==> src/rtl/timer_prog_if.sv <==
// Sequencer-side bundle for the programmable interval timer.
// The sequencer holds state_start and state_over_n as levels; the run enable is
// their AND and is sampled on every rising clk_sys edge. There is no per-beat
// handshake: datain, presc and mode are taken only on the edge that leaves IDLE.
// The timer answers with level outputs (done, busy, count, expiries, fsm_state)
// plus the single-cycle time_up pulse.
interface timer_prog_if #(
    parameter int WIDTH = 22,
    parameter int PW    = 8
);
    logic             work_n;
    logic             state_start;
    logic             state_over_n;
    logic [WIDTH-1:0] datain;
    logic [PW-1:0]    presc;
    logic             mode;
    logic             time_up;
    logic             done;
    logic             busy;
    logic [WIDTH-1:0] count;
    logic [7:0]       expiries;
    logic [1:0]       fsm_state;

    modport master (
        output work_n, state_start, state_over_n, datain, presc, mode,
        input  time_up, done, busy, count, expiries, fsm_state
    );

    modport slave (
        input  work_n, state_start, state_over_n, datain, presc, mode,
        output time_up, done, busy, count, expiries, fsm_state
    );
endinterface

==> src/rtl/timer_prog.sv <==
// Programmable interval timer for NMR sequence dwells: prescaled tick counter
// with one-shot or periodic expiry, terminal count latched at start.
module timer_prog #(
    parameter int WIDTH = 22,
    parameter int PW    = 8
) (
    input  logic        clk_sys,
    input  logic        rst_n,
    timer_prog_if.slave bus
);
    typedef enum logic [1:0] {
        IDLE = 2'd0,
        RUN  = 2'd1,
        DONE = 2'd2
    } state_t;

    state_t           state_q, state_d;
    logic [WIDTH-1:0] term_q, term_d;
    logic [PW-1:0]    presc_q, presc_d;
    logic             mode_q, mode_d;
    logic [PW-1:0]    pcnt_q, pcnt_d;
    logic [WIDTH-1:0] count_q, count_d;
    logic [7:0]       exp_q, exp_d;
    logic             time_up_q, time_up_d;
    logic             done_q, done_d;
    logic             en;

    assign en = bus.state_start & bus.state_over_n;

    // Register bank: async reset, then work_n as a synchronous clear.
    always_ff @(posedge clk_sys or negedge rst_n) begin
        if (!rst_n) begin
            state_q   <= IDLE;
            term_q    <= '0;
            presc_q   <= '0;
            mode_q    <= 1'b0;
            pcnt_q    <= '0;
            count_q   <= '0;
            exp_q     <= '0;
            time_up_q <= 1'b0;
            done_q    <= 1'b0;
        end else if (bus.work_n) begin
            state_q   <= IDLE;
            term_q    <= '0;
            presc_q   <= '0;
            mode_q    <= 1'b0;
            pcnt_q    <= '0;
            count_q   <= '0;
            exp_q     <= '0;
            time_up_q <= 1'b0;
            done_q    <= 1'b0;
        end else begin
            state_q   <= state_d;
            term_q    <= term_d;
            presc_q   <= presc_d;
            mode_q    <= mode_d;
            pcnt_q    <= pcnt_d;
            count_q   <= count_d;
            exp_q     <= exp_d;
            time_up_q <= time_up_d;
            done_q    <= done_d;
        end
    end

    // Next-state and counter logic; en=0 outranks expiry, so an abort on the
    // expiry edge swallows the pulse.
    always_comb begin
        state_d   = state_q;
        term_d    = term_q;
        presc_d   = presc_q;
        mode_d    = mode_q;
        pcnt_d    = pcnt_q;
        count_d   = count_q;
        exp_d     = exp_q;
        time_up_d = 1'b0;
        done_d    = done_q;
        case (state_q)
            IDLE: begin
                pcnt_d  = '0;
                count_d = '0;
                exp_d   = '0;
                done_d  = 1'b0;
                if (en) begin
                    state_d = RUN;
                    // A terminal count of zero would never expire; treat it as one.
                    term_d  = (bus.datain == '0) ? WIDTH'(1) : bus.datain;
                    presc_d = bus.presc;
                    mode_d  = bus.mode;
                end
            end
            RUN: begin
                if (!en) begin
                    state_d = IDLE;
                    pcnt_d  = '0;
                    count_d = '0;
                    exp_d   = '0;
                    done_d  = 1'b0;
                end else if (pcnt_q == presc_q) begin
                    pcnt_d = '0;
                    if (count_q == term_q - WIDTH'(1)) begin
                        time_up_d = 1'b1;
                        count_d   = '0;
                        exp_d     = exp_q + 8'd1;
                        if (!mode_q) begin
                            state_d = DONE;
                            done_d  = 1'b1;
                        end
                    end else begin
                        count_d = count_q + WIDTH'(1);
                    end
                end else begin
                    pcnt_d = pcnt_q + PW'(1);
                end
            end
            DONE: begin
                if (!en) begin
                    state_d = IDLE;
                    pcnt_d  = '0;
                    count_d = '0;
                    exp_d   = '0;
                    done_d  = 1'b0;
                end
            end
            default: begin
                state_d = IDLE;
            end
        endcase
    end

    assign bus.time_up   = time_up_q;
    assign bus.done      = done_q;
    assign bus.busy      = (state_q == RUN);
    assign bus.count     = count_q;
    assign bus.expiries  = exp_q;
    assign bus.fsm_state = state_q;
endmodule

==> src/flat_wrapper.sv <==
// flat-port wrapper written by rule: the top's interface ports become plain ports
module timer_prog_flat 
#(
    parameter int WIDTH = 22,
    parameter int PW    = 8
)
  (clk_sys, rst_n, bus_work_n, bus_state_start, bus_state_over_n, bus_datain, bus_presc, bus_mode, bus_time_up, bus_done, bus_busy, bus_count, bus_expiries, bus_fsm_state);
  timer_prog_if #(.WIDTH(WIDTH), .PW(PW)) bus_i ();
  input  logic clk_sys;
  input  logic rst_n;
  input wire logic [$bits(bus_i.work_n)-1:0] bus_work_n;
  input wire logic [$bits(bus_i.state_start)-1:0] bus_state_start;
  input wire logic [$bits(bus_i.state_over_n)-1:0] bus_state_over_n;
  input wire logic [$bits(bus_i.datain)-1:0] bus_datain;
  input wire logic [$bits(bus_i.presc)-1:0] bus_presc;
  input wire logic [$bits(bus_i.mode)-1:0] bus_mode;
  output wire logic [$bits(bus_i.time_up)-1:0] bus_time_up;
  output wire logic [$bits(bus_i.done)-1:0] bus_done;
  output wire logic [$bits(bus_i.busy)-1:0] bus_busy;
  output wire logic [$bits(bus_i.count)-1:0] bus_count;
  output wire logic [$bits(bus_i.expiries)-1:0] bus_expiries;
  output wire logic [$bits(bus_i.fsm_state)-1:0] bus_fsm_state;
  assign bus_i.work_n = bus_work_n;
  assign bus_i.state_start = bus_state_start;
  assign bus_i.state_over_n = bus_state_over_n;
  assign bus_i.datain = bus_datain;
  assign bus_i.presc = bus_presc;
  assign bus_i.mode = bus_mode;
  assign bus_time_up = bus_i.time_up;
  assign bus_done = bus_i.done;
  assign bus_busy = bus_i.busy;
  assign bus_count = bus_i.count;
  assign bus_expiries = bus_i.expiries;
  assign bus_fsm_state = bus_i.fsm_state;
  timer_prog #(.WIDTH(WIDTH), .PW(PW)) u_core (.clk_sys(clk_sys), .rst_n(rst_n), .bus(bus_i));
endmodule
==> config.mk <==
export PLATFORM = sky130hd
export DESIGN_NAME = timer_prog_flat
export DESIGN_NICKNAME = d
export VERILOG_FILES = /design/src/rtl/timer_prog_if.sv /design/src/rtl/timer_prog.sv /design/src/flat_wrapper.sv
export SDC_FILE = /design/constraint.sdc
export NUM_CORES = 1
export LEC_CHECK = 0
export BUFFER_PORTS_ARGS = -buffer_cell sky130_fd_sc_hd__clkbuf_2
export CAP_MARGIN = 20
export CELL_PAD_IN_SITES_DETAIL_PLACEMENT = 0
export CELL_PAD_IN_SITES_GLOBAL_PLACEMENT = 2
export CORE_MARGIN = 2
export CORE_UTILIZATION = 35
export DETAILED_ROUTE_END_ITERATION = 10
export GPL_TIMING_DRIVEN = 1
export PLACE_DENSITY_LB_ADDON = 0.1
export SLEW_MARGIN = 10
export SYNTH_ARGS = -nofsm -noshare
export SYNTH_HDL_FRONTEND = slang
export SYNTH_SLANG_ARGS = --single-unit
export TNS_END_PERCENT = 50
==> constraint.sdc <==
create_clock -name clk_sys -period 4.3 [get_ports clk_sys]
set_clock_uncertainty 0.2 [all_clocks]
set_input_delay 0.86 -clock clk_sys [delete_from_list [all_inputs] [get_ports clk_sys]]
set_output_delay 0.86 -clock clk_sys [all_outputs]
set_load 0.01 [all_outputs]
==> run summary <==
status = complete, no violations
DRC errors left = 0
most frequent cells in the layout = 93 x nand2_1, 73 x dfrtp_1, 69 x clkbuf_2
vias in the first global route = 3945
Die H = 118.3 µm
setup violators final = 0
Post-synth EDFFs = 0
Starting Density = 36.11%
worst hold path class = reg -> reg
Critical path buffers and inverters = 1
drt wl/cell = 16.46 µm
worst-path fanout max = 19
setup_tns = 0 ps
DR iter-0 viols = 215
peak supply drop = 0.0002210 V
Psw = 0.5165 mW
post-synth top area cell = dfrtp_1
sw frac = 28.01%
worst path required time = 4310 ps
Leakage Power = 2.368 nW
Total Routing Usage GR = 18.97%
CP dominant cell by count = nor2_1
Die ar. = 0.01400 mm²
Area growth syn-to-layout = 19.11%
Post-DRT Antenna Nets = 0
max incr delay on CP = 580 ps
final cycle utilization of the critical path = 88.36%
syn_area_per_cell = 8.833 µm²
crit start category = flop
fmax = 263.2 MHz
worst slew pin tran = 950.8 ps
CTS H-tree lvls = 3
sequential fraction of design power = 39.3%
TritonRoute pass-1 iters = 4
Final Cell Area = 0.005450 mm²
Seq. cell area = 0.001827 mm²
RSZ-0062 raised after global routing = false
Std-Cell Rows = 41
worst skew pair latency = 350 ps
hpwl dp = 9549 µm
Comb pwr share = 15.4%
layout cell share with drive strength beyond 1 = 19.73%
Post-CTS Setup Inserts = 0
Multi-input gate area = 0.002620 mm²
Synth Instances = 518
GRT Residual Overflow = 0
final wirelength = 12590 µm
initial antenna violation count = 0
PostCTS Resize Cnt = 0
Area contributors post-synth = dfrtp_1 40%, nand2_1 7.6%, xnor2_1 5.9%
via count = 3996
delay-heaviest family, CP = simple AND/OR/NAND/NOR gates
Clock power frac = 45.2%
commonest non-fill, non-tap cell in the layout = nand2_1
Setup WS pre-CTS = 506.2 ps
worst setup margin = 500.5 ps
root buffer cell = clkbuf_16
Clock Path Buffers = 2
top cell type's share of synthesized area = 39.92%
relative slew slack = 36.61%
nature of the critical path endpoint = flop
Clock transition at path regs = 70 ps
P_int = 1.328 mW
Pwr Total = 1.844 mW
Tmin final = 3800 ps
worst path cell trace = inv_1 > ha_1 > nor4b_1 > nand2b_1 > o21ai_2 > nand3_1 > or4b_1 > nor4_4 > nor2_1 > nor2_4 > nor2_1
largest net degree at the start of global routing = 74
IO Pins = 71
Placed Area = 0.005109 mm²
ant diodes = 0
YS warnings = 0
core area = 0.01267 mm²
Crit-path slowest cell = or4b_1
fin. max-slew vios = 0
GPL Wtd Cong = 0.8219
Post-layout nets = 631
Clock Sinks = 73
DR vias/cell = 5.224
Post-synth ARST share = 100.0%
port buffer count = 70
CP arrival = 3810 ps
clock tree from TritonCTS = built
Main synth FF type = dfrtp_1
cts bufs inserted = 9
synthesized net count = 561
Die Wd = 118.3 µm
Hold Fails Final Rpt = 0
cell area after synthesis = 0.004576 mm²
#FFs+latches synth = 73
CP Class = reg -> reg
post-synthesis cell type count = 71
Max Cap Violations = 0
Filler cells = 1294
pwr dens = 338.4 mW/mm²
first-pass GRT wire length = 20900 µm
sequential area share after synthesis = 39.92%
hold buffers post-CTS = 0
-- cell families after synthesis --
kind of cell / synth area share, %
and+or+nand+nor: 31.36
AOI/OAI and AO/OA: 12.83
DFF: 39.92
xor gates and xnor gates: 10.72
buffers and inverters: 2.816
adders and majority gates: 1.914
muxes: 0.4375
-- per-stage QoR --
step | std cells | hold WS [ps] | util, %
final | 765 | 325.8 | 43.01
after global routing | 765 | 368.5 | 43.01
after CTS | 764 | 327.9 | 42.90
after detailed placement | 748 | 307.0 | 40.32
after global placement | 748 | 308.8 | 40.32
after floorplan | 518 | 311.7 | -
-- cells in the mapped netlist (all sizes together), types with 9 or more instances --
cell type / n
dfrtp: 73
inv: 9
and3: 11
a21oi: 38
nand2: 93
clkbuf: 15
xnor2: 31
o21ai: 14
nor2: 54
nand3: 18
nor3: 10
xor2: 25
nand4: 15
nor4: 15
-- power groups by stage --
stage	registers (mW)	logic [mW]	clock network, mW
final	0.726	0.284	0.834
after global routing	0.728	0.317	0.887
after CTS	0.726	0.287	0.860
after detailed placement	0.739	0.286	0
after global placement	0.738	0.285	0
after floorplan	0.731	0.199	0
-- per-layer routing --
layer  global-route usage (%)  part of all wire, %
met1                    24.79                   46
met2                    31.83                   49
met3                    4.006                  4.4
met4                    4.970                 0.83
met5                        0                    0
-- path summary, 6_finish.rpt --
check | from | to | slack [ps] | cells past startpoint
setup reg to reg | u_core.term_q[0]$_DFFE_PN0P_ | u_core.bus.count[17]$_DFFE_PN0P_ | 500 | 11
min in group asynchronous | rst_n | u_core.bus.count[4]$_DFFE_PN0P_ | 470 | 1
hold reg to reg | u_core.bus.done$_DFFE_PN0P_ | u_core.bus.done$_DFFE_PN0P_ | 330 | 1
hold / removal | u_core.bus.done$_DFFE_PN0P_ | u_core.bus.done$_DFFE_PN0P_ | 330 | 1
max in group asynchronous | rst_n | u_core.bus.expiries[6]$_DFFE_PN0P_ | 2820 | 1
setup / recovery | u_core.term_q[0]$_DFFE_PN0P_ | u_core.bus.count[17]$_DFFE_PN0P_ | 500 | 11
-- sequential cells by signal (all words and copies together) (netlist names) --
register,flops
u_core.bus.count,22
u_core.bus.done,1
u_core.bus.expiries,8
u_core.bus.fsm_state,2
u_core.bus.time_up,1
u_core.mode_q,1
u_core.pcnt_q,8
u_core.presc_q,8
u_core.term_q,22
-- area by class of cell --
class,instances,area share (%)
Clock buffer,9,4.132
Clock inverter,7,1.859
Inverter,9,0.6198
Multi-Input combinational cell,416,48.07
Sequential cell,73,33.52
Tap cell,172,3.949
Timing Repair Buffer,79,7.851
No activity file was read; power rests on OpenSTA's default activity.
